`src/rtl/detector_flancos_multi.sv`:
```
// Multi-channel edge detector.
// Each channel has a synchroniser, a consecutive-cycle debounce filter, a
// per-channel edge-mode tick and a sticky pending flag with its own clear.
module detector_flancos_multi #(
    parameter int unsigned N             = 4,
    parameter int unsigned SYNC_STAGES   = 2,
    parameter int unsigned FILTER_CYCLES = 4
) (
    input  logic           clk,
    input  logic           rst,
    input  logic [N-1:0]   nivel,
    input  logic [2*N-1:0] edge_sel,
    input  logic [N-1:0]   clr,
    output logic [N-1:0]   tick,
    output logic [N-1:0]   nivel_f,
    output logic [N-1:0]   pending,
    output logic           any_pending
);

    localparam int unsigned CW = (FILTER_CYCLES > 1) ? $clog2(FILTER_CYCLES) : 1;
    localparam logic [CW-1:0] CNT_LAST = CW'(FILTER_CYCLES - 1);

    localparam logic [1:0] MODE_RISE = 2'b00;
    localparam logic [1:0] MODE_FALL = 2'b01;
    localparam logic [1:0] MODE_BOTH = 2'b10;

    logic [N-1:0][SYNC_STAGES-1:0] sync_q;
    logic [N-1:0][CW-1:0]          cnt_q;
    logic [N-1:0][CW-1:0]          cnt_d;
    logic [N-1:0]                  sync_lvl;
    logic [N-1:0]                  commit;
    logic [N-1:0]                  nivel_f_d;
    logic [N-1:0]                  tick_d;
    logic [N-1:0]                  pending_d;

    // Synchroniser chains: bit 0 captures the raw level, top bit is the sync level
    always_ff @(posedge clk or negedge rst) begin
        if (!rst) begin
            sync_q <= '0;
        end else begin
            for (int unsigned i = 0; i < N; i++) begin
                sync_q[i] <= {sync_q[i][SYNC_STAGES-2:0], nivel[i]};
            end
        end
    end

    // Debounce filter and edge qualification per channel
    always_comb begin
        sync_lvl  = '0;
        commit    = '0;
        cnt_d     = cnt_q;
        nivel_f_d = nivel_f;
        tick_d    = '0;
        for (int unsigned i = 0; i < N; i++) begin
            sync_lvl[i] = sync_q[i][SYNC_STAGES-1];
            if (sync_lvl[i] != nivel_f[i]) begin
                if (cnt_q[i] == CNT_LAST) begin
                    commit[i]    = 1'b1;
                    cnt_d[i]     = '0;
                    nivel_f_d[i] = sync_lvl[i];
                end else begin
                    cnt_d[i] = cnt_q[i] + CW'(1);
                end
            end else begin
                cnt_d[i] = '0;
            end
            case (edge_sel[2*i +: 2])
                MODE_RISE: tick_d[i] = commit[i] & sync_lvl[i];
                MODE_FALL: tick_d[i] = commit[i] & ~sync_lvl[i];
                MODE_BOTH: tick_d[i] = commit[i];
                default:   tick_d[i] = 1'b0;
            endcase
        end
    end

    // Sticky flags: a new tick wins over a simultaneous clear
    always_comb begin
        pending_d = tick | (pending & ~clr);
    end

    // Filter state and registered outputs
    always_ff @(posedge clk or negedge rst) begin
        if (!rst) begin
            cnt_q   <= '0;
            nivel_f <= '0;
            tick    <= '0;
            pending <= '0;
        end else begin
            cnt_q   <= cnt_d;
            nivel_f <= nivel_f_d;
            tick    <= tick_d;
            pending <= pending_d;
        end
    end

    // Summary interrupt request
    always_comb begin
        any_pending = |pending;
    end

endmodule
```
`config.mk`:
```
export PLATFORM = sky130hd
export DESIGN_NAME = detector_flancos_multi
export DESIGN_NICKNAME = d
export VERILOG_FILES = /design/src/rtl/detector_flancos_multi.sv
export SDC_FILE = /design/constraint.sdc
export NUM_CORES = 1
export LEC_CHECK = 0
export BUFFER_PORTS_ARGS = -buffer_cell sky130_fd_sc_hd__buf_4
export CORE_MARGIN = 8
export CORE_UTILIZATION = 46
export CTS_CLUSTER_DIAMETER = 60
export DETAILED_ROUTE_END_ITERATION = 10
export GPL_TIMING_DRIVEN = 0
export PLACE_DENSITY = 0.72
export SLEW_MARGIN = 20
export SYNTH_ARGS = -nofsm -noshare
export SYNTH_HDL_FRONTEND = slang
export SYNTH_SLANG_ARGS = --single-unit
```
`constraint.sdc`:
```
create_clock -name clk -period 2.75 [get_ports clk]
set_input_delay 0.55 -clock clk [delete_from_list [all_inputs] [get_ports clk]]
set_output_delay 0.55 -clock clk [all_outputs]
set_load 0.02 [all_outputs]
```
==> results.yml <==
run_status:
  status: "finished, final reports clean"
power:
  p_leak_uw: 0.000699
  switching_share: 0.308
  vdd_drop_max_mv: 0.437
  pwr-share-seq: 0.513
  comb_power_share: 0.315
  p_int_uw: 778
  switching_power_uw: 346
  power_frac_clock: 0.172
  p_per_area_nw_per_um2: 827
synthesis:
  syn_nets: 95
  synth_compound_area_frac: 0.0483
  yosys.cell_types.count: 16
  synthAdderAreaFrac: 0.0471
  yosys_warnings: 0
  synth_mux_area_frac: 0.0424
  synth_xor_area_frac: 0.0660
  syn_avg_cell_area_sq_um: 14.6
  syn-instance-count: 73
  yosys.area_share.simple: 0.122
  synth_top_family_by_area: "simple AND/OR/NAND/NOR gates"
  netlist_area_sq_um: 1060
  seq_area_frac_synth: 0.660
  ys_seq_elements: 28
worst_setup_path:
  cp-end-kind: "output port"
  path_max_fanout: 3
  critPathRequiredTime_ns: 2.20
  critPathLaunchType: "flop"
  worstPathArrival_ns: 1.43
  crit_type: "reg -> out"
placed_design:
  place.port_buffers: 30
  dp_cells: 131
  hpwl_um: 1370
  gp_congestion: 0.735
final_layout:
  drive_above_1_share: 0.364
  syn_to_final_growth_pct: 27.9
  multi_input_comb_area_sq_um: 347
  nets: 130
  regArea_sq_um: 701
  utilization: 0.620
  fill_cells: 175
  fin_cells: 135
  antenna_cells: 0
floorplanning:
  io_pins: 31
  core_area_sq_um: 2190
  dieArea_sq_um: 4100
  initial_utilization: 0.485
  rows: 17
  die_h_um: 64.1
  die_w_um: 64.1
clocking:
  clockBufferDepth: 2
  cts_setup_buffers: 0
  htreeDepth: 1
  cts-root-buf: "clkbuf_4"
  clock_sinks: 28
  clock_latency_ns: 0.32
  cts_resized: 0
  postCtsHoldBufs: 0
  cts_tree: "yes"
  cts_buffers: 3
  cts.clk_slew.worst_paths_ns: 0.14
sta:
  slew_violations: 0
  setup_tns_ns: 0
  finalSetupViolCount: 0
  rsz0062_at_grt: "no"
  finalCriticalPeriod_ns: 1.98
  maxSlewHeadroom: 0.779
  skew_ns: 0.00139
  hold_viol: 0
  tightest_slew_ns: 0.331
  clock.fmax_mhz: 505
  period_share: 0.720
grt:
  grt.overflow.total: 0
  grt_max_degree: 29
  grtUsageTotal: 0.0891
  grt_antenna_before_repair: 0
  grt_pass1_wl_um: 3050
  grt_pass1_vias: 720
route:
  vias: 661
  first_pass_iters: 3
  post_drt_via_cell_ratio: 4.90
  routedWlPerCell_um: 12.7
  drc: 0
  routed_wl_um: 1710
  ant_nets: 0
  drt_iter0_markers: 10
run:
  drv_cap: 0
hold_path:
  min_path_type: "in -> async"
-- final cells by class --
cell class,instances,area share
clock buffer,4,0.0267
inverter,4,0.0110
multi-input combinational,41,0.255
sequential,28,0.516
tap,28,0.0258
timing repair buffer,30,0.166
-- worst paths after layout --
check                      cells past startpoint  slack [ns]     endpoint  startpoint
min in group clk                               1        0.32    sync_q[0]    nivel[0]
min reg2reg                                    0        0.37  sync_lvl[2]   sync_q[4]
min                                            1        0.10   nivel_f[3]         rst
max reg2reg                                    2        1.68   nivel_f[2]    cnt_q[4]
max                                            2        0.77  any_pending  pending[2]
max in group asynchronous                      1        2.40   nivel_f[1]         rst
-- power by group through the flow --
| stage | clock, uW | combinational [uW] | sequential (uW) |
|---|---|---|---|
| floorplan | 0 | 171 | 625 |
| global placement | 0 | 345 | 582 |
| detailed placement | 0 | 359 | 587 |
| CTS | 202 | 362 | 578 |
| global route | 220 | 387 | 590 |
| finish | 193 | 353 | 577 |
-- cell usage in the layout (no fill, tap or decap) --
cell / count
a21o_1: 3
a21o_2: 1
and2_1: 1
buf_4: 30
clkbuf_4: 3
clkbuf_8: 1
dfrtp_1: 28
ha_1: 4
inv_1: 4
mux2_2: 4
nand3b_1: 4
nand4bb_1: 4
nor2b_1: 3
nor3_1: 3
nor3b_1: 1
o21ai_0: 4
or4_1: 1
xnor2_1: 7
xor2_1: 1
-- logic make-up (layout without fill, tap and decap cells) --
group,count (synthesis),in the layout
compound gates,8,8
xor+xnor,8,8
fa+ha+maj,4,4
buf+inv,4,38
flops,28,28
mux,4,4
simple gates,17,17
-- per-layer routing --
layer	GRT usage	vias to the layer above	wire [um]
met5	0	-	0
met4	0.0418	0	32
met3	0.0314	3	138
met2	0.161	19	853
met1	0.0893	318	689
li1	-	321	-
-- critical path, stage by stage, from the launching register on --
cell	delay, ns
dfrtp_1	0.42
or4_1	0.52
buf_4	0.17
-- cells in the mapped netlist, drive strengths merged --
cell type   n  area share
nor2b       3       0.018
or4         1      0.0071
and2        1      0.0059
xor2        1      0.0082
nand3b      4       0.028
mux2        4       0.042
nand4bb     4       0.042
ha          4       0.047
xnor2       7       0.058
o21ai       4       0.019
a21o        4       0.029
inv         4       0.014
dfrtp      28        0.66
nor3b       1      0.0071
nor3        3       0.014
-- through the flow --
| stage | setup slack (ns) | total power [uW] | area (sq um) | hold WS [ns] |
|---|---|---|---|---|
| 6_report | 0.770 | 1120 | 1360 | 0.104 |
| 5_1_grt | 0.717 | 1200 | 1360 | 0.110 |
| 4_1_cts | 0.750 | 1140 | 1360 | 0.110 |
| 3_5_place_dp | 1.14 | 947 | 1320 | 0.340 |
| 3_3_place_gp | 1.15 | 927 | 1320 | 0.333 |
| 2_1_floorplan | 1.10 | 796 | 1060 | 0.254 |
-- flip-flops by register name, indices dropped and copies added (netlist names) --
name	count
sync_lvl	4
sync_q	4
tick	4
nivel_f	4
pending	4
cnt_q	8
Note: power is estimated with default switching activity, not from simulation.
